--- src/rtl/pipe_ctrl_pkg.sv ---
// Shared types and constants for the pipelined control unit: opcodes,
// per-stage control bundles, the bubble constant and the HALT FSM states.
package pipe_ctrl_pkg;

    localparam logic [6:0] OPC_R    = 7'b0110011;
    localparam logic [6:0] OPC_I    = 7'b0010011;
    localparam logic [6:0] OPC_LUI  = 7'b0110111;
    localparam logic [6:0] OPC_LW   = 7'b0000011;
    localparam logic [6:0] OPC_SW   = 7'b0100011;
    localparam logic [6:0] OPC_BR   = 7'b1100011;
    localparam logic [6:0] OPC_JAL  = 7'b1101111;
    localparam logic [6:0] OPC_JALR = 7'b1100111;
    localparam logic [6:0] OPC_HALT = 7'b0000000;

    // Full control bundle produced in ID and held in ID/EX.
    typedef struct packed {
        logic       alusrc;
        logic [1:0] aluop;
        logic       branch;
        logic       jal;
        logic       memread;
        logic       memwrite;
        logic       regwrite;
        logic       memtoreg;
        logic       jaltoreg;
    } ctrl_t;

    // Only the fields still needed once the instruction has left EX.
    typedef struct packed {
        logic memread;
        logic memwrite;
        logic regwrite;
        logic memtoreg;
        logic jaltoreg;
    } mem_ctrl_t;

    // Only the fields still needed in write-back.
    typedef struct packed {
        logic regwrite;
        logic memtoreg;
        logic jaltoreg;
    } wb_ctrl_t;

    localparam ctrl_t     CTRL_BUBBLE     = '0;
    localparam mem_ctrl_t MEM_CTRL_BUBBLE = '0;
    localparam wb_ctrl_t  WB_CTRL_BUBBLE  = '0;

    typedef enum logic [1:0] {
        RUN,
        DRAIN,
        HALTED
    } state_t;

    function automatic mem_ctrl_t to_mem(input ctrl_t c);
        mem_ctrl_t m;
        m.memread  = c.memread;
        m.memwrite = c.memwrite;
        m.regwrite = c.regwrite;
        m.memtoreg = c.memtoreg;
        m.jaltoreg = c.jaltoreg;
        return m;
    endfunction

    function automatic wb_ctrl_t to_wb(input mem_ctrl_t m);
        wb_ctrl_t w;
        w.regwrite = m.regwrite;
        w.memtoreg = m.memtoreg;
        w.jaltoreg = m.jaltoreg;
        return w;
    endfunction

endpackage

--- src/rtl/pipe_ctrl_unit_decode.sv ---
// Combinational opcode decoder: turns the ID-stage opcode into a control
// bundle, producing a bubble for empty slots, HALT and unknown opcodes.
module ctrl_decode
    import pipe_ctrl_pkg::*;
#(
    parameter int OPC_W = 7
) (
    input  logic             valid_i,
    input  logic [OPC_W-1:0] opcode_i,
    output ctrl_t            ctrl_o,
    output logic             illegal_o
);

    // Decode table; anything not listed is a bubble and, if valid, illegal.
    always_comb begin
        ctrl_o    = CTRL_BUBBLE;
        illegal_o = 1'b0;
        if (valid_i) begin
            case (opcode_i)
                OPC_W'(OPC_R): begin
                    ctrl_o.aluop    = 2'b10;
                    ctrl_o.regwrite = 1'b1;
                end
                OPC_W'(OPC_I): begin
                    ctrl_o.alusrc   = 1'b1;
                    ctrl_o.aluop    = 2'b10;
                    ctrl_o.regwrite = 1'b1;
                end
                OPC_W'(OPC_LUI): begin
                    ctrl_o.alusrc   = 1'b1;
                    ctrl_o.aluop    = 2'b11;
                    ctrl_o.regwrite = 1'b1;
                end
                OPC_W'(OPC_LW): begin
                    ctrl_o.alusrc   = 1'b1;
                    ctrl_o.memread  = 1'b1;
                    ctrl_o.memtoreg = 1'b1;
                    ctrl_o.regwrite = 1'b1;
                end
                OPC_W'(OPC_SW): begin
                    ctrl_o.alusrc   = 1'b1;
                    ctrl_o.memwrite = 1'b1;
                end
                OPC_W'(OPC_BR): begin
                    ctrl_o.aluop    = 2'b01;
                    ctrl_o.branch   = 1'b1;
                end
                OPC_W'(OPC_JAL): begin
                    ctrl_o.jal      = 1'b1;
                    ctrl_o.regwrite = 1'b1;
                    ctrl_o.jaltoreg = 1'b1;
                end
                OPC_W'(OPC_JALR): begin
                    ctrl_o.alusrc   = 1'b1;
                    ctrl_o.regwrite = 1'b1;
                    ctrl_o.jaltoreg = 1'b1;
                end
                OPC_W'(OPC_HALT): begin
                    ctrl_o = CTRL_BUBBLE;
                end
                default: begin
                    illegal_o = 1'b1;
                end
            endcase
        end
    end

endmodule

--- src/rtl/pipe_ctrl_unit.sv ---
// Pipelined control unit: decodes ID, carries control and destination
// register through ID/EX, EX/MEM and MEM/WB, inserts load-use stalls,
// applies EX-resolved flushes and drains the pipe on HALT.
module pipe_ctrl_unit
    import pipe_ctrl_pkg::*;
#(
    parameter int REG_AW      = 5,
    parameter int OPC_W       = 7,
    parameter int DRAIN_CYC   = 3,
    parameter int LOAD_USE_EN = 1
) (
    input  logic              clk,
    input  logic              reset,
    input  logic              id_valid_i,
    input  logic [OPC_W-1:0]  id_opcode_i,
    input  logic [REG_AW-1:0] id_rs1_i,
    input  logic [REG_AW-1:0] id_rs2_i,
    input  logic [REG_AW-1:0] id_rd_i,
    input  logic              flush_i,
    output logic              stall_o,
    output logic              flush_ifid_o,
    output logic              illegal_o,
    output logic              ex_alusrc_o,
    output logic [1:0]        ex_aluop_o,
    output logic              ex_branch_o,
    output logic              ex_jal_o,
    output logic [REG_AW-1:0] ex_rd_o,
    output logic              mem_memread_o,
    output logic              mem_memwrite_o,
    output logic [REG_AW-1:0] mem_rd_o,
    output logic              wb_regwrite_o,
    output logic              wb_memtoreg_o,
    output logic              wb_jaltoreg_o,
    output logic [REG_AW-1:0] wb_rd_o,
    output logic              halted_o
);

    localparam int CNT_W = (DRAIN_CYC > 1) ? $clog2(DRAIN_CYC) : 1;

    state_t            state_q, state_d;
    logic [CNT_W-1:0]  cnt_q, cnt_d;
    ctrl_t             idexCtrl_q, idexCtrl_d;
    logic [REG_AW-1:0] exRd_q, exRd_d;
    mem_ctrl_t         memCtrl_q, memCtrl_d;
    logic [REG_AW-1:0] memRd_q, memRd_d;
    wb_ctrl_t          wbCtrl_q, wbCtrl_d;
    logic [REG_AW-1:0] wbRd_q, wbRd_d;

    ctrl_t             decCtrl;
    logic              decIllegal;
    logic              idHalt;
    logic              rs2Used;
    logic              loadUse;
    logic [REG_AW-1:0] decRd;

    ctrl_decode #(.OPC_W(OPC_W)) u_decode (
        .valid_i   (id_valid_i),
        .opcode_i  (id_opcode_i),
        .ctrl_o    (decCtrl),
        .illegal_o (decIllegal)
    );

    assign illegal_o = decIllegal;

    // Hazard detection: a load in EX whose non-x0 target feeds a source
    // register actually read by the instruction in ID.
    always_comb begin
        idHalt  = id_valid_i && (id_opcode_i == OPC_W'(OPC_HALT));
        rs2Used = (id_opcode_i == OPC_W'(OPC_R))  ||
                  (id_opcode_i == OPC_W'(OPC_SW)) ||
                  (id_opcode_i == OPC_W'(OPC_BR));
        loadUse = (LOAD_USE_EN != 0) && id_valid_i && idexCtrl_q.memread &&
                  (exRd_q != '0) &&
                  ((exRd_q == id_rs1_i) || (rs2Used && (exRd_q == id_rs2_i)));
        decRd   = (id_valid_i && !decIllegal && !idHalt) ? id_rd_i : '0;
    end

    // Next-state and stage-register loading; later stages always advance
    // unless the core is halted, ID/EX takes a bubble on any hold condition.
    always_comb begin
        state_d      = state_q;
        cnt_d        = cnt_q;
        idexCtrl_d   = CTRL_BUBBLE;
        exRd_d       = '0;
        memCtrl_d    = to_mem(idexCtrl_q);
        memRd_d      = exRd_q;
        wbCtrl_d     = to_wb(memCtrl_q);
        wbRd_d       = memRd_q;
        stall_o      = 1'b0;
        flush_ifid_o = 1'b0;
        halted_o     = 1'b0;
        case (state_q)
            RUN: begin
                if (flush_i) begin
                    flush_ifid_o = 1'b1;
                end else if (loadUse) begin
                    stall_o = 1'b1;
                end else if (idHalt) begin
                    state_d = DRAIN;
                    cnt_d   = CNT_W'(DRAIN_CYC - 1);
                end else begin
                    idexCtrl_d = decCtrl;
                    exRd_d     = decRd;
                end
            end
            DRAIN: begin
                stall_o = 1'b1;
                if (cnt_q == '0) begin
                    state_d = HALTED;
                end else begin
                    cnt_d = cnt_q - CNT_W'(1);
                end
            end
            HALTED: begin
                stall_o   = 1'b1;
                halted_o  = 1'b1;
                memCtrl_d = MEM_CTRL_BUBBLE;
                memRd_d   = '0;
                wbCtrl_d  = WB_CTRL_BUBBLE;
                wbRd_d    = '0;
            end
            default: begin
                state_d = RUN;
            end
        endcase
    end

    // State, drain counter and pipeline control registers.
    always_ff @(posedge clk) begin
        if (reset) begin
            state_q    <= RUN;
            cnt_q      <= '0;
            idexCtrl_q <= CTRL_BUBBLE;
            exRd_q     <= '0;
            memCtrl_q  <= MEM_CTRL_BUBBLE;
            memRd_q    <= '0;
            wbCtrl_q   <= WB_CTRL_BUBBLE;
            wbRd_q     <= '0;
        end else begin
            state_q    <= state_d;
            cnt_q      <= cnt_d;
            idexCtrl_q <= idexCtrl_d;
            exRd_q     <= exRd_d;
            memCtrl_q  <= memCtrl_d;
            memRd_q    <= memRd_d;
            wbCtrl_q   <= wbCtrl_d;
            wbRd_q     <= wbRd_d;
        end
    end

    assign ex_alusrc_o    = idexCtrl_q.alusrc;
    assign ex_aluop_o     = idexCtrl_q.aluop;
    assign ex_branch_o    = idexCtrl_q.branch;
    assign ex_jal_o       = idexCtrl_q.jal;
    assign ex_rd_o        = exRd_q;
    assign mem_memread_o  = memCtrl_q.memread;
    assign mem_memwrite_o = memCtrl_q.memwrite;
    assign mem_rd_o       = memRd_q;
    assign wb_regwrite_o  = wbCtrl_q.regwrite;
    assign wb_memtoreg_o  = wbCtrl_q.memtoreg;
    assign wb_jaltoreg_o  = wbCtrl_q.jaltoreg;
    assign wb_rd_o        = wbRd_q;

endmodule

--- config.mk ---
export PLATFORM = sky130hd
export DESIGN_NAME = pipe_ctrl_unit
export DESIGN_NICKNAME = d
export VERILOG_FILES = /design/src/rtl/pipe_ctrl_pkg.sv /design/src/rtl/pipe_ctrl_unit_decode.sv /design/src/rtl/pipe_ctrl_unit.sv
export SDC_FILE = /design/constraint.sdc
export NUM_CORES = 1
export LEC_CHECK = 0
export ABC_AREA = 1
export CORE_MARGIN = 1
export CORE_UTILIZATION = 46
export DETAILED_ROUTE_END_ITERATION = 10
export PLACE_DENSITY_LB_ADDON = 0.05
export SLEW_MARGIN = 10
export SYNTH_ARGS = -nofsm -noshare
export SYNTH_HDL_FRONTEND = slang
export SYNTH_HIERARCHICAL = 1
export SYNTH_SLANG_ARGS = --single-unit
export TNS_END_PERCENT = 30
--- constraint.sdc ---
create_clock -name clk -period 1.8 [get_ports clk]
set_clock_uncertainty 0.2 [all_clocks]
set_input_delay 0.36 -clock clk [delete_from_list [all_inputs] [get_ports clk]]
set_output_delay 0.36 -clock clk [all_outputs]
set_load 0.01 [all_outputs]
# Word level (Yosys, flattened, before mapping)
# Cells that the tools add are included.
# totals
reg_bits	35
latchBits	0
mem_bits_rw	0
romBits	0
input_bits	26
out_inout_bits	29
elab_cells	96
n_memories	0
# op_classes
addsub	1
multipliers	0
div_mod_pow	0
order_cmp	0
n_eq_ne	17
shifts	0
n_mux	26
n_bitwise	4
n_reduce_logical	28
# ops
cell	n
$eq A7 B6 Y1 const B	3
$eq A7 B7 Y1 const B	3
$reduce_or A6 Y1	3
$mux W2	8
$mux W1	14
$pmux W2 S3	2
$eq A5 B5 Y1	2
$ne A2 B2 Y1 const B	5
$reduce_and A5 Y1	2
$reduce_or A9 Y1	1
$reduce_or A2 Y1	4
$eq A7 B2 Y1 const B	1
$eq A7 B5 Y1 const B	1
$logic_and A1 B1 Y1	7
$logic_not A7 Y1	1
$reduce_bool A5 Y1	1
$reduce_or A5 Y1	1
$logic_not A2 Y1	2
$not A1 Y1	4
$pmux W2 S2	1
$logic_or A1 B1 Y1	3
$eq A2 B1 Y1 const B	1
$eq A2 B2 Y1 const B	1
$logic_not A1 Y1	2
3 further kinds	3

# Logic depth before layout (Yosys ltp)
# Gate-level depths: netlist of the first run.
# depth
ltp_word	9
ltp_mapped	12

# Hierarchy
# The synthesis of the first run kept the hierarchy.
# modules_own_cells
mod	n_inst	cells_per_inst	area_per_inst_um2	seq_area_each_um2
pipe_ctrl_unit	1	205	1551.5	740.7
ctrl_decode	1	54	242.7	0.0

# Worst setup path after synthesis of the first run
# No wires, ideal clock.
# synth_path
path_type	flip-flop to output port
start	reg exRd_q[0] (netlist: ex_rd_o[0])
end	out stall_o
t_arrival_ps	1166
required_ps	1240
path_slack_ps	74
stages_incl_launch_ff	10
cell_sequence	dfxtp_1 -> inv_2 -> nand2_1 -> nand2_1 -> nor2_1 -> nand3_2 -> nand2_2 -> nand3_4 -> nor2_1 -> o21ba_2
# synth_between
elab_chain_cells	7
elab_cells_between_ends	10
# synth_rtl
item	line_no	source
start: declaration	pipe_ctrl_unit.sv:43	logic [REG_AW-1:0] exRd_q, exRd_d;
start signal: assignment	pipe_ctrl_unit.sv:143	exRd_q <= exRd_d;
$eq A5 B5 Y1	pipe_ctrl_unit.sv:74	((exRd_q == id_rs1_i) || (rs2Used && (exRd_q == id_rs2_i)));
$logic_and A1 B1 Y1	pipe_ctrl_unit.sv:74	
$logic_or A1 B1 Y1	pipe_ctrl_unit.sv:74	
$logic_and A1 B1 Y1 (*)	pipe_ctrl_unit.sv:73	(exRd_q != '0) &&
$mux W1 (*)	pipe_ctrl_unit.sv:96	end else if (loadUse) begin
$mux W1 (*)	pipe_ctrl_unit.sv:94	if (flush_i) begin
$pmux W1 S2 (*)	pipe_ctrl_unit.sv:92	case (state_q)
end: declaration	pipe_ctrl_unit.sv:20	output logic stall_o,
# Mark *: on every way between the ends. The rest lies on a longest branch, timed or not.

# Worst setup path after layout of the first run
# layout_path
start	reg exRd_q[4] (netlist: ex_rd_o[4])
end	out stall_o
# Same word-level chain as after synthesis.

==> results.json, run 1 <==
{
  "status": "finished, violations left",
  "failed_checks": "negative setup slack",
  "htree_levels": 2,
  "die-area_sq_um": 4150,
  "setup_violations": 2,
  "slew_headroom": 0.837,
  "cp_common_cell": "nand2_1",
  "synth_top_family_by_area": "simple AND/OR/NAND/NOR gates",
  "muxShareOfSynthArea": 0,
  "crit_required_ns": 1.24,
  "seqCellArea_sq_um": 762,
  "fin_nets": 389,
  "firstDrtPassIters": 4,
  "dp_hpwl_um": 2830,
  "path_cells": "inv_4 -> nand2_1 -> nand2_1 -> nand2_1 -> nor2_2 -> nand3_2 -> nand2_2 -> nand3_4 -> nor2_4 -> o21ba_4 -> buf_6",
  "vias": 1844,
  "synth.avg_cell_area_sq_um": 6.93,
  "arrival_ns": 1.54,
  "die_h_um": 64.5,
  "antenna_found_initial": 0,
  "p_leak_nw": 1.42,
  "start_kind": "register",
  "slowest_stage": "dfxtp_4",
  "core_area_sq_um": 3690,
  "hold_path_startpoint": "idexCtrl_q[0]",
  "synthTopCellsByArea": "dfxtp_1 (41%), inv_1 (12%), nor2_1 (12%)",
  "diodes": 0,
  "cap_violations": 0,
  "timing.final.ws_setup_ns": -0.303,
  "fmax_ghz": 0.475,
  "multiInputGateArea_sq_um": 962,
  "slowest_delay_ns": 0.37,
  "worstSkewPairLatency_ns": 0.30,
  "cts_inserted_buffers": 5,
  "worstPathMaxFanout": 5,
  "vdd_drop_max_mv": 0.543,
  "routed_wl_um": 4700,
  "cts_buffer_depth": 2,
  "clock_sinks": 37,
  "yosys_warnings": 6,
  "grt_pass1_vias": 1791,
  "grt_max_degree": 19,
  "avgRoutedWirePerCell_um": 11.6,
  "power_density_nw_per_um2": 800,
  "worst_hold_slack_ns": 0.206,
  "syn-num-nets": 290,
  "yosysTopAreaCellShare": 0.413,
  "finalMaxSlewViolations": 0,
  "report.final.hold_viol_count": 0,
  "ys_async_sr_fraction": 0,
  "synth_cells": 259,
  "synthSimpleGateAreaFrac": 0.354,
  "crit_buf_inv": 2,
  "tritoncts": "built",
  "r2r-start": "state_q[1]",
  "synth_compound_area_frac": 0.0237,
  "drc": 0,
  "ys_types": 25,
  "cts-hold-fix-buffers": 0,
  "yosys.area.top_type": "dfxtp_1",
  "synth_edf_count": 0,
  "worst_slew_pin_slew_ns": 0.244,
  "num-fill-cells": 252,
  "dpl-instance-area_sq_um": 2620,
  "drive_gt1_frac": 0.365,
  "io_buffers": 54,
  "synth_fa_ha_area_frac": 0.0349,
  "startpoint": "ex_rd_o[4]",
  "synth-seq-area-share": 0.413,
  "row_count": 22,
  "worstSetupEndpointType": "primary output",
  "path_clk_slew_ns": 0.08,
  "gp_congestion": 0.834,
  "total_power_w": 0.00244,
  "synth-main-ff-cell": "dfxtp_1",
  "dp_slack_ns": -0.907,
  "vias_per_cell": 4.53,
  "synth_xor_area_frac": 0.0244,
  "min_path_type": "reg2reg",
  "ant_nets": 0,
  "area_delta_synth_final_pct": 69.7,
  "drtIter0Drc": 82,
  "critical_path_class": "reg2out",
  "grt-ovfl-total": 0,
  "rsz0062_at_grt": "true",
  "initial_core_util": 0.486,
  "grt_use_total": 0.231,
  "grt_pass1_wl_um": 7340,
  "yosys-top-cells-count": "inv_1 (58), nor2_1 (58), nand2_1 (42), dfxtp_1 (37), nand3_1 (10)",
  "critical_path.top_delay_family": "simple AND/OR/NAND/NOR gates",
  "final_area_sq_um": 3050,
  "io_pins": 55,
  "die_w_um": 64.5,
  "cts_root_buf": "clkbuf_8",
  "period_share": 1.17,
  "ys_seq_elements": 37,
  "syn-cell-area_sq_um": 1790,
  "min_period_ns": 2.10
}
stage by stage:
stage	TNS [ns]	std cells	util
finish	-0.359	407	0.826
detailed placement	-9.74	389	0.711
global route	-0.718	407	0.826
global placement	-9.60	389	0.711
CTS	-0.566	407	0.783
floorplan	0	259	-
placed cells by master (no fill, tap or decap), drive strengths merged:
master / instances
o21ba: 1
clkbuf: 10
buf: 50
a21oi: 3
or2: 1
nand4: 2
dfxtp: 37
dlygate4sd2: 10
dlymetal6s2s: 1
bufinv: 2
nor3: 5
o21ai: 2
inv: 66
clkdlybuf4s50: 30
xnor2: 1
nor2: 65
nand3: 16
nand2: 47
xor2: 4
ha: 5
o21bai: 1
final timing paths:
path,endpoint,slack [ns],cells past startpoint
max reg2reg,cnt_q[1],0.05,11
max,stall_o,-0.30,11
min,memCtrl_q[0],0.21,2
min reg2reg,memCtrl_q[0],0.21,2
power by group:
part / internal, W / switching [W] / leakage [nW]
registers: 0.000840 / 0.0000181 / 0.303
logic: 0.000341 / 0.000355 / 1.05
clock network: 0.000558 / 0.000325 / 0.0687
worst reg2reg max path, delay by kind of cell (launching register included):
family | cells | cell delay [ns]
buf+inv | 5 | 0.44
compound gates | 1 | 0.13
fa+ha+maj | 1 | 0.16
flops | 1 | 0.35
simple gates | 4 | 0.36
registers in the layout, indices dropped and copies added (netlist names), 2 cells and up:
register	cells
ex_aluop_o	2
cnt_q	2
idexCtrl_q	5
mem_rd_o	5
wb_rd_o	5
memCtrl_q	3
state_q	2
ex_rd_o	5
per-layer routing:
metal | global-route usage | routed length, um
met5 | 0 | 0
met4 | 0.0889 | 107
met3 | 0.0581 | 184
met2 | 0.429 | 2550
met1 | 0.248 | 1870
kinds of logic (layout without fill, tap and decap cells):
| logic type | Yosys count | count (layout) |
|---|---|---|
| simple gates | 136 | 136 |
| buf+inv | 69 | 169 |
| flops | 37 | 37 |
| compound gates | 7 | 7 |
| fa+ha+maj | 5 | 5 |
| xor+xnor | 5 | 5 |
cell type report:
cell class,count,share of cell area
Multi-Input combinational cell,153,0.316
Inverter,65,0.0850
Timing Repair Buffer,96,0.284
Tap cell,48,0.0197
Clock inverter,3,0.0226
Sequential cell,37,0.250
Clock buffer,5,0.0226
repair_timing:
action	in CTS	in global routing
gates resized for setup	77	57
setup buffers	10	2
pin swaps	20	32
endpoints found under the setup margin	27	25
Power figures use the tool's default switching activity.
==> run 2, diff against run 1 <==
--- a/config.mk
+++ b/config.mk
@@ -7,7 +7,7 @@
 export LEC_CHECK = 0
 export ABC_AREA = 1
 export CORE_MARGIN = 1
-export CORE_UTILIZATION = 46
+export CORE_UTILIZATION = 42
 export DETAILED_ROUTE_END_ITERATION = 10
 export PLACE_DENSITY_LB_ADDON = 0.05
 export SLEW_MARGIN = 10
==> constraint.sdc (replaced) <==
create_clock -name clk -period 1.9 [get_ports clk]
set_clock_uncertainty 0.2 [all_clocks]
set_input_delay 0.38 -clock clk [delete_from_list [all_inputs] [get_ports clk]]
set_output_delay 0.38 -clock clk [all_outputs]
set_load 0.01 [all_outputs]
==> results.json, run 2 (synthesized netlist as in run 1, its figures left out) <==
{
  "slew_headroom": 0.867,
  "final_cell_mix": "inv_1 (52), nor2_1 (52), nand2_1 (38), dfxtp_1 (30)",
  "start_kind": "register",
  "io_pins": 55,
  "firstDrtPassIters": 4,
  "failed_checks": "negative setup slack",
  "slowest_delay_ns": 0.37,
  "crit_buf_inv": 2,
  "grt_max_degree": 19,
  "die_h_um": 67.4,
  "report.final.hold_viol_count": 0,
  "power_density_nw_per_um2": 671,
  "worstPathMaxFanout": 5,
  "min_path_type": "reg2reg",
  "cts_buffer_depth": 2,
  "avgRoutedWirePerCell_um": 9.27,
  "slowest_stage": "dfxtp_4",
  "path_cells": "inv_4 -> nand2_1 -> nand2_1 -> nand2_1 -> nor2_1 -> nand3_2 -> nand2_4 -> nand3_4 -> nor2_4 -> o21ba_4 -> buf_6",
  "fin_nets": 381,
  "initial_core_util": 0.442,
  "core_area_sq_um": 4060,
  "dpl-instance-area_sq_um": 2630,
  "critical_path.top_delay_family": "simple AND/OR/NAND/NOR gates",
  "setup_violations": 1,
  "crit_required_ns": 1.32,
  "grt_pass1_vias": 1515,
  "drc": 0,
  "period_share": 1.11,
  "min_period_ns": 2.11,
  "cp_common_cell": "nand2_1",
  "cts_inserted_buffers": 5,
  "met3WireLength_um": 110,
  "critical_path_class": "reg2out",
  "p_leak_nw": 1.34,
  "top_layer_used": "met4",
  "grt_pass1_wl_um": 6130,
  "dp_hpwl_um": 2910,
  "area_delta_synth_final_pct": 56.8,
  "routed_wl_um": 3720,
  "wl_met2_um": 1890,
  "die_w_um": 67.4,
  "worstSetupEndpointType": "primary output",
  "vias": 1698,
  "row_count": 23,
  "die-area_sq_um": 4540,
  "io_buffers": 54,
  "cts-hold-fix-buffers": 0,
  "timing.final.ws_setup_ns": -0.207,
  "gp_congestion": 0.873,
  "drt-met1-wl_um": 1670,
  "vias_per_cell": 4.23,
  "cap_violations": 0,
  "post-route-util": 0.693,
  "cts_root_buf": "clkbuf_8",
  "grt-ovfl-total": 0,
  "worst_slew_pin_slew_ns": 0.198,
  "path_clk_slew_ns": 0.07,
  "clock_sinks": 37,
  "tritoncts": "built",
  "worstSkewPairLatency_ns": 0.29,
  "grt_use_total": 0.185,
  "finalMaxSlewViolations": 0,
  "ant_nets": 0,
  "rsz0062_at_grt": "true",
  "status": "finished, violations left",
  "antenna_found_initial": 0,
  "drtIter0Drc": 54,
  "htree_levels": 2,
  "drive_gt1_frac": 0.308,
  "fmax_ghz": 0.475,
  "arrival_ns": 1.53,
  "vdd_drop_max_mv": 0.451,
  "final_area_sq_um": 2810,
  "diodes": 0
}
## run 2: cell type report
cell class,count,area (sq um)
fill,365,1240
multi-input combinational,153,875
timing repair buffer,88,769
sequential,37,762
inverter,65,249
clock buffer,6,82.6
tap,50,62.6
clock inverter,2,13.8
## run 2: worst paths after layout
path,from,endpoint,slack (ns),cells after the start
worst max-delay path,ex_rd_o[4],stall_o,-0.21,11
worst min-delay path,idexCtrl_q[2],memCtrl_q[2],0.21,2
worst max register to register,state_q[1],cnt_q[1],0.22,10
worst min register to register,idexCtrl_q[2],memCtrl_q[2],0.21,2
## run 2: metal layers
metal | up-vias | track usage
met5 | - | 0
met4 | 0 | 0.0878
met3 | 5 | 0.0456
met1 | 722 | 0.213
met2 | 35 | 0.319
li1 | 936 | -
## run 2: what timing repair did
action                     in CTS  in global routing
setup endpoints to repair      12                 13
buffers inserted                0                  1
pin swaps                      15                 15
resized for setup              55                 44
## run 2: through the flow
| step | hold slack (ns) | cells | worst slack (ns) | total power, W | setup TNS, ns |
|---|---|---|---|---|---|
| after CTS | 0.209 | 400 | -0.296 | 0.00190 | -0.394 |
| after floorplan | 0.194 | 259 | 0.154 | 0.00107 | 0 |
| after global placement | 0.197 | 392 | -0.838 | 0.00131 | -8.16 |
| after detailed placement | 0.197 | 392 | -0.855 | 0.00131 | -8.01 |
| after global routing | 0.225 | 401 | -0.336 | 0.00200 | -0.336 |
| final | 0.207 | 401 | -0.207 | 0.00189 | -0.207 |
## run 2: where the power goes
part / internal [W] / switching (W) / leakage, nW
clock network: 0.000294 / 0.000279 / 0.0512
logic: 0.000252 / 0.000252 / 0.984
registers: 0.000796 / 0.0000160 / 0.303
## run 2: worst min-delay path: stages, from the launching register on
cell	delay (ns)
dfxtp_1	0.30
inv_1	0.04
nor2_1	0.03
